$ cat config.mk
export PLATFORM = sky130hd
export DESIGN_NAME = sprite_motion_ctrl
export DESIGN_NICKNAME = d
export VERILOG_FILES = /design/src/rtl/sprite_motion_ctrl.sv
export SDC_FILE = /design/constraint.sdc
export NUM_CORES = 1
export LEC_CHECK = 0
export ABC_AREA = 0
export BUFFER_PORTS_ARGS = -buffer_cell sky130_fd_sc_hd__buf_2
export CAP_MARGIN = 20
export CORE_MARGIN = 3
export CORE_UTILIZATION = 65
export DETAILED_ROUTE_END_ITERATION = 8
export MAX_ROUTING_LAYER = met4
export PLACE_DENSITY = 0.87
export SLEW_MARGIN = 20
export SYNTH_ARGS = -nofsm -noshare
export SYNTH_HDL_FRONTEND = slang
export SYNTH_SLANG_ARGS = --single-unit
$ cat constraint.sdc
create_clock -name clk -period 4.65 [get_ports clk]
set_input_delay 0.93 -clock clk [delete_from_list [all_inputs] [get_ports clk]]
set_output_delay 0.93 -clock clk [all_outputs]
set_load 0.01 [all_outputs]
$ cat src/rtl/sprite_motion_ctrl.sv
// Per-frame sprite controller: bounces the sprite position, steps the animation frame and
// publishes all outputs together at the end of each vertical-blank sequence.
module sprite_motion_ctrl #(
    parameter int X_BITS      = 10,
    parameter int Y_BITS      = 10,
    parameter int SCREEN_W    = 640,
    parameter int SCREEN_H    = 480,
    parameter int SPRITE_W    = 272,
    parameter int SPRITE_H    = 176,
    parameter int FRAMES_LOG2 = 1,
    parameter int RESET_X     = 128,
    parameter int RESET_Y     = 128
) (
    input  logic                   clk,
    input  logic                   rst_n,
    input  logic                   frame_start,
    input  logic                   cfg_valid,
    output logic                   cfg_ready,
    input  logic [2:0]             cfg_addr,
    input  logic [15:0]            cfg_data,
    output logic [X_BITS-1:0]      sprite_x,
    output logic [Y_BITS-1:0]      sprite_y,
    output logic [FRAMES_LOG2-1:0] anim_frame,
    output logic                   sprite_en,
    output logic                   overrun
);
    // state  | meaning
    // IDLE   | wait for frame_start; config writes accepted into shadow regs
    // COMMIT | shadow -> active copy; pending position overrides loaded (clamped)
    // MOVE_X | horizontal bounce step
    // MOVE_Y | vertical bounce step
    // ANIM   | animation tick; outputs published on the edge leaving this state
    typedef enum logic [2:0] {
        S_IDLE   = 3'd0,
        S_COMMIT = 3'd1,
        S_MOVE_X = 3'd2,
        S_MOVE_Y = 3'd3,
        S_ANIM   = 3'd4
    } state_t;

    localparam logic [X_BITS:0] MAX_X = (X_BITS+1)'(SCREEN_W - SPRITE_W);
    localparam logic [Y_BITS:0] MAX_Y = (Y_BITS+1)'(SCREEN_H - SPRITE_H);

    state_t                 state_q, state_d;
    logic [2:0]             sh_ctrl_q, sh_ctrl_d, ctrl_q, ctrl_d;
    logic [4:0]             sh_period_q, sh_period_d, period_q, period_d;
    logic [3:0]             sh_dx_q, sh_dx_d, dx_q, dx_d;
    logic [3:0]             sh_dy_q, sh_dy_d, dy_q, dy_d;
    logic [X_BITS-1:0]      sh_pos_x_q, sh_pos_x_d, x_q, x_d, sprite_x_q, sprite_x_d;
    logic [Y_BITS-1:0]      sh_pos_y_q, sh_pos_y_d, y_q, y_d, sprite_y_q, sprite_y_d;
    logic                   pend_x_q, pend_x_d, pend_y_q, pend_y_d;
    logic                   ovr_x_q, ovr_x_d, ovr_y_q, ovr_y_d;
    logic                   dir_x_q, dir_x_d, dir_y_q, dir_y_d;
    logic [4:0]             tick_q, tick_d;
    logic [FRAMES_LOG2-1:0] frame_q, frame_d;
    logic                   sprite_en_q, sprite_en_d;
    logic                   overrun_q, overrun_d;

    logic [X_BITS:0] x_sum;
    logic [Y_BITS:0] y_sum;
    logic [5:0]      tick_inc;
    logic            cfg_data_unused;

    // Widened sums so a step near the top of the range cannot wrap.
    assign x_sum           = {1'b0, x_q} + (X_BITS+1)'(dx_q);
    assign y_sum           = {1'b0, y_q} + (Y_BITS+1)'(dy_q);
    assign tick_inc        = {1'b0, tick_q} + 6'd1;
    assign cfg_data_unused = ^cfg_data[15:12];

    assign cfg_ready  = (state_q == S_IDLE);
    assign sprite_x   = sprite_x_q;
    assign sprite_y   = sprite_y_q;
    assign anim_frame = frame_q;
    assign sprite_en  = sprite_en_q;
    assign overrun    = overrun_q;

    always_comb begin
        state_d     = state_q;
        sh_ctrl_d   = sh_ctrl_q;
        sh_period_d = sh_period_q;
        sh_dx_d     = sh_dx_q;
        sh_dy_d     = sh_dy_q;
        sh_pos_x_d  = sh_pos_x_q;
        sh_pos_y_d  = sh_pos_y_q;
        pend_x_d    = pend_x_q;
        pend_y_d    = pend_y_q;
        ctrl_d      = ctrl_q;
        period_d    = period_q;
        dx_d        = dx_q;
        dy_d        = dy_q;
        ovr_x_d     = ovr_x_q;
        ovr_y_d     = ovr_y_q;
        x_d         = x_q;
        y_d         = y_q;
        dir_x_d     = dir_x_q;
        dir_y_d     = dir_y_q;
        tick_d      = tick_q;
        frame_d     = frame_q;
        sprite_x_d  = sprite_x_q;
        sprite_y_d  = sprite_y_q;
        sprite_en_d = sprite_en_q;
        overrun_d   = overrun_q;

        if (frame_start && (state_q != S_IDLE)) overrun_d = 1'b1;

        if (cfg_valid && cfg_ready) begin
            case (cfg_addr)
                3'd0: sh_ctrl_d   = cfg_data[2:0];
                3'd1: sh_period_d = cfg_data[4:0];
                3'd2: begin
                    sh_dx_d = cfg_data[3:0];
                    sh_dy_d = cfg_data[11:8];
                end
                3'd3: begin
                    sh_pos_x_d = cfg_data[X_BITS-1:0];
                    pend_x_d   = 1'b1;
                end
                3'd4: begin
                    sh_pos_y_d = cfg_data[Y_BITS-1:0];
                    pend_y_d   = 1'b1;
                end
                default: ;
            endcase
        end

        case (state_q)
            S_IDLE: if (frame_start) state_d = S_COMMIT;
            S_COMMIT: begin
                state_d  = S_MOVE_X;
                ctrl_d   = sh_ctrl_q;
                period_d = sh_period_q;
                dx_d     = sh_dx_q;
                dy_d     = sh_dy_q;
                ovr_x_d  = pend_x_q;
                ovr_y_d  = pend_y_q;
                if (pend_x_q) begin
                    x_d      = ({1'b0, sh_pos_x_q} > MAX_X) ? MAX_X[X_BITS-1:0] : sh_pos_x_q;
                    pend_x_d = 1'b0;
                end
                if (pend_y_q) begin
                    y_d      = ({1'b0, sh_pos_y_q} > MAX_Y) ? MAX_Y[Y_BITS-1:0] : sh_pos_y_q;
                    pend_y_d = 1'b0;
                end
            end
            S_MOVE_X: begin
                state_d = S_MOVE_Y;
                if (ctrl_q[2] && !ovr_x_q) begin
                    if (!dir_x_q) begin
                        if (x_sum >= MAX_X) begin
                            x_d     = MAX_X[X_BITS-1:0];
                            dir_x_d = 1'b1;
                        end else begin
                            x_d = x_sum[X_BITS-1:0];
                        end
                    end else if (x_q <= X_BITS'(dx_q)) begin
                        x_d     = '0;
                        dir_x_d = 1'b0;
                    end else begin
                        x_d = x_q - X_BITS'(dx_q);
                    end
                end
            end
            S_MOVE_Y: begin
                state_d = S_ANIM;
                if (ctrl_q[2] && !ovr_y_q) begin
                    if (!dir_y_q) begin
                        if (y_sum >= MAX_Y) begin
                            y_d     = MAX_Y[Y_BITS-1:0];
                            dir_y_d = 1'b1;
                        end else begin
                            y_d = y_sum[Y_BITS-1:0];
                        end
                    end else if (y_q <= Y_BITS'(dy_q)) begin
                        y_d     = '0;
                        dir_y_d = 1'b0;
                    end else begin
                        y_d = y_q - Y_BITS'(dy_q);
                    end
                end
            end
            S_ANIM: begin
                state_d     = S_IDLE;
                sprite_x_d  = x_q;
                sprite_y_d  = y_q;
                sprite_en_d = ctrl_q[0];
                if (ctrl_q[1] && (period_q != 5'd0)) begin
                    if (tick_inc == {1'b0, period_q}) begin
                        tick_d  = 5'd0;
                        frame_d = frame_q + FRAMES_LOG2'(1);
                    end else begin
                        tick_d = tick_inc[4:0];
                    end
                end
            end
            default: state_d = S_IDLE;
        endcase
    end

    always_ff @(posedge clk) begin
        if (!rst_n) begin
            state_q     <= S_IDLE;
            sh_ctrl_q   <= 3'b011;
            sh_period_q <= 5'd16;
            sh_dx_q     <= 4'd0;
            sh_dy_q     <= 4'd0;
            sh_pos_x_q  <= '0;
            sh_pos_y_q  <= '0;
            pend_x_q    <= 1'b0;
            pend_y_q    <= 1'b0;
            ctrl_q      <= 3'b011;
            period_q    <= 5'd16;
            dx_q        <= 4'd0;
            dy_q        <= 4'd0;
            ovr_x_q     <= 1'b0;
            ovr_y_q     <= 1'b0;
            x_q         <= X_BITS'(RESET_X);
            y_q         <= Y_BITS'(RESET_Y);
            dir_x_q     <= 1'b0;
            dir_y_q     <= 1'b0;
            tick_q      <= 5'd0;
            frame_q     <= '0;
            sprite_x_q  <= X_BITS'(RESET_X);
            sprite_y_q  <= Y_BITS'(RESET_Y);
            sprite_en_q <= 1'b1;
            overrun_q   <= 1'b0;
        end else begin
            state_q     <= state_d;
            sh_ctrl_q   <= sh_ctrl_d;
            sh_period_q <= sh_period_d;
            sh_dx_q     <= sh_dx_d;
            sh_dy_q     <= sh_dy_d;
            sh_pos_x_q  <= sh_pos_x_d;
            sh_pos_y_q  <= sh_pos_y_d;
            pend_x_q    <= pend_x_d;
            pend_y_q    <= pend_y_d;
            ctrl_q      <= ctrl_d;
            period_q    <= period_d;
            dx_q        <= dx_d;
            dy_q        <= dy_d;
            ovr_x_q     <= ovr_x_d;
            ovr_y_q     <= ovr_y_d;
            x_q         <= x_d;
            y_q         <= y_d;
            dir_x_q     <= dir_x_d;
            dir_y_q     <= dir_y_d;
            tick_q      <= tick_d;
            frame_q     <= frame_d;
            sprite_x_q  <= sprite_x_d;
            sprite_y_q  <= sprite_y_d;
            sprite_en_q <= sprite_en_d;
            overrun_q   <= overrun_d;
        end
    end
endmodule

==> impl_metrics.ini <==
[detailed_routing]
remaining_drc_errors = 0
vias = 5015
firstDrtPassIters = 5
ant_nets = 0
wl_um = 14100
wire_per_inst_um = 17.3
drt-initial-drc-count = 291
viasPerCell = 6.12

[global_route]
grt_max_degree = 41
antenna_found_initial = 0
overflow = 0
grt_pass1_vias = 4567
grt_first_pass_wirelength_um = 23400
grtUsageTotal_pct = 30.0

[power_and_ir_drop]
swShare_pct = 26.9
vdd_ir_drop_max_uv = 233
internal_power_mw = 1.22
comb_power_share_pct = 8.3
seq_power_share_pct = 57.8
pwr-share-clk_pct = 33.9
p_per_area_mw_per_mm2 = 268
switching_power_mw = 0.449
leakage_nw = 2.40
fin_total_pwr_mw = 1.67

[floorplan]
die_area_mm2 = 0.0101
ios = 47
rows = 33
core_mm2 = 0.00846
die_w_um = 101
die_h_um = 101
start_util_pct = 68.9

[min_path]
hold_class = reg2reg

[clock_network]
cts_made_buffers = 9
clk_latency_ns = 0.38
clock_path_buffers = 2
h-tree-depth = 3
cts-resized-gates = 0
numClockSinks = 109
clk_pin_slew_ns = 0.11
cts_tree = done
holdBufCountCts = 0
post-cts-setup-buffers = 0
cts_root_buffer = clkbuf_8

[sta]
fin_setup_tns_ns = 0
rsz0062_at_grt = false
slew_violations = 0
timing.final.crit_period_ns = 3.33
setup_viol = 0
slew_headroom_pct = 30.3
finalHoldViolCount = 0
hold_slack_ns = 0.466
worst_slew_pin_slew_ns = 1.04
skew_ns = 0.0129
fin_crit_sh_pct = 71.7
fmax_mhz = 300

[logic_synthesis]
syn-num-nets = 736
synth-main-ff-cell = dfxtp_1
synth_area_leaders = dfxtp_1 37%, nand2_1 7.6%, mux2i_1 6.7%
syn_inst = 692
synth_area_mm2 = 0.00583
synth_edf_count = 0
synthAdderAreaFrac_pct = 5.02
synth_warnings = 0
synth_top_area_share_pct = 37.4
synth-seq-cells = 109
synth_compound_area_share_pct = 19.1
avgSynthCellArea_um2 = 8.43
yosys.area.top_type = dfxtp_1
synth-simple-area-share_pct = 23.1
yosysMostFrequentCell = nand2_1
async_reset_ff_share_pct = 0
synth_cell_types = 59
yosysSeqAreaShare_pct = 37.4
synth_mux_area_share_pct = 6.89
synth_xor_xnor_area_share_pct = 4.21
synth_top_family_by_area = simple AND/OR/NAND/NOR gates
synthTopCellsByCount = 118 x nand2_1, 109 x dfxtp_1, 39 x a21boi_0, 39 x mux2i_1, 38 x nor2b_1

[critical_path]
worstPathArrival_ns = 3.60
start_kind = flip-flop
cp-end-kind = flip-flop
path_common_cell = a211oi_2
cp_num_buf_inv = 1
cp_top_family = compound AO/OA/AOI/OAI gates
rrSetupSlack_ns = 1.32
critPathSlowestCell = a2111oi_0
crit_required_ns = 4.91
crit_type = reg2reg
max_stage_delay_ns = 0.59
path_max_fanout = 10
crit_chain = inv_1 > ha_1 > or4_4 > a211oi_2 > o32a_1 > a211oi_2 > o211ai_1 > nor3_1 > a2111oi_0 > nor2_1

[placed_design]
portBuffers = 42
place_hpwl_um = 10400
dpl.cell_count = 803
gp_congestion = 0.945

[job]
max_cap_viol_count = 0

[cells_and_area]
regArea_mm2 = 0.00218
fin_util_pct = 73.8
syn2layout_area_growth_pct = 7.08
multi_input_area_mm2 = 0.00342
antenna_cells = 0
n_fill_cell = 659
instances_no_fill = 819
drive_above_1_share_pct = 10.4
layout.nets = 753

[outcome]
outcome = finished, final reports clean
-- final timing paths --
kind                                   from           to  depth (start not counted)
worst min-delay path            sprite_x[8]  sprite_x[8]                          2
worst min register to register  sprite_x[8]  sprite_x[8]                          2
worst max-delay path                dy_q[3]       y_q[3]                         10
worst max register to register      dy_q[3]       y_q[3]                         10
-- worst reg2reg max path, stage by stage (launching register included) --
cell and delay [ns]:
dfxtp_1 0.38, inv_1 0.06, ha_1 0.43, or4_4 0.56, a211oi_2 0.30, o32a_1 0.20, a211oi_2 0.08, o211ai_1 0.43
nor3_1 0.10, a2111oi_0 0.59, nor2_1 0.10
-- power groups by stage --
stage / clock network [mW] / logic, mW / registers, mW
global placement: 0 / 0.131 / 0.986
floorplan: 0 / 0.0995 / 0.979
global route: 0.615 / 0.153 / 0.969
detailed placement: 0 / 0.134 / 0.987
finish: 0.568 / 0.138 / 0.966
CTS: 0.575 / 0.135 / 0.966
-- area by class of cell --
type	instances	area share, %
Multi-Input combinational cell	522	54.7
Clock inverter	6	0.922
Clock buffer	10	2.20
Sequential cell	109	34.9
Inverter	21	1.26
Timing Repair Buffer	46	3.85
Tap cell	105	2.10
-- flip-flops by register name (all words and copies together), names as in the netlist, 5 cells and up --
register	cells
sh_pos_x_q	10
sh_pos_y_q	10
sprite_x	10
sprite_y	10
x_q	10
y_q	10
period_q	5
sh_period_q	5
tick_q	5
-- per-layer routing --
| metal | share of wire (%) | vias to the layer above | track usage, % |
|---|---|---|---|
| met2 | 43 | 202 | 42.0 |
| met3 | 8.5 | 21 | 5.81 |
| met1 | 47 | 2346 | 44.0 |
| met5 | 0 | - | - |
| met4 | 1.4 | 0 | 8.19 |
| li1 | - | 2446 | - |
-- stage by stage --
stage               setup WS [ns]  cell area, um2
floorplan                    1.91            5830
global placement             1.41            6040
detailed placement           1.40            6040
CTS                          1.39            6240
global route                 1.05            6240
finish                       1.32            6240
-- cell usage in the layout, fill, tap and decap left out, types with 6 or more instances in the layout --
master	count
nand2_1	118
dfxtp_1	109
buf_2	42
mux2i_1	39
a21boi_0	39
nor2b_1	38
nor2_1	37
o21ai_0	24
a21oi_1	22
inv_1	21
ha_1	17
xor2_1	15
nor3_1	13
xnor2_1	13
nand3_1	13
o211ai_1	11
nand2b_1	11
clkbuf_8	10
a31oi_1	9
and2_1	8
nor4_1	6
nand3b_1	6
-- cell families after synthesis --
logic type | after synthesis
AOI/OAI and AO/OA | 157
xor gates and xnor gates | 28
adders and majority gates | 21
buffers and inverters | 61
DFF | 109
muxes | 40
and+or+nand+nor | 276
No activity file was read; power rests on OpenSTA's default activity.
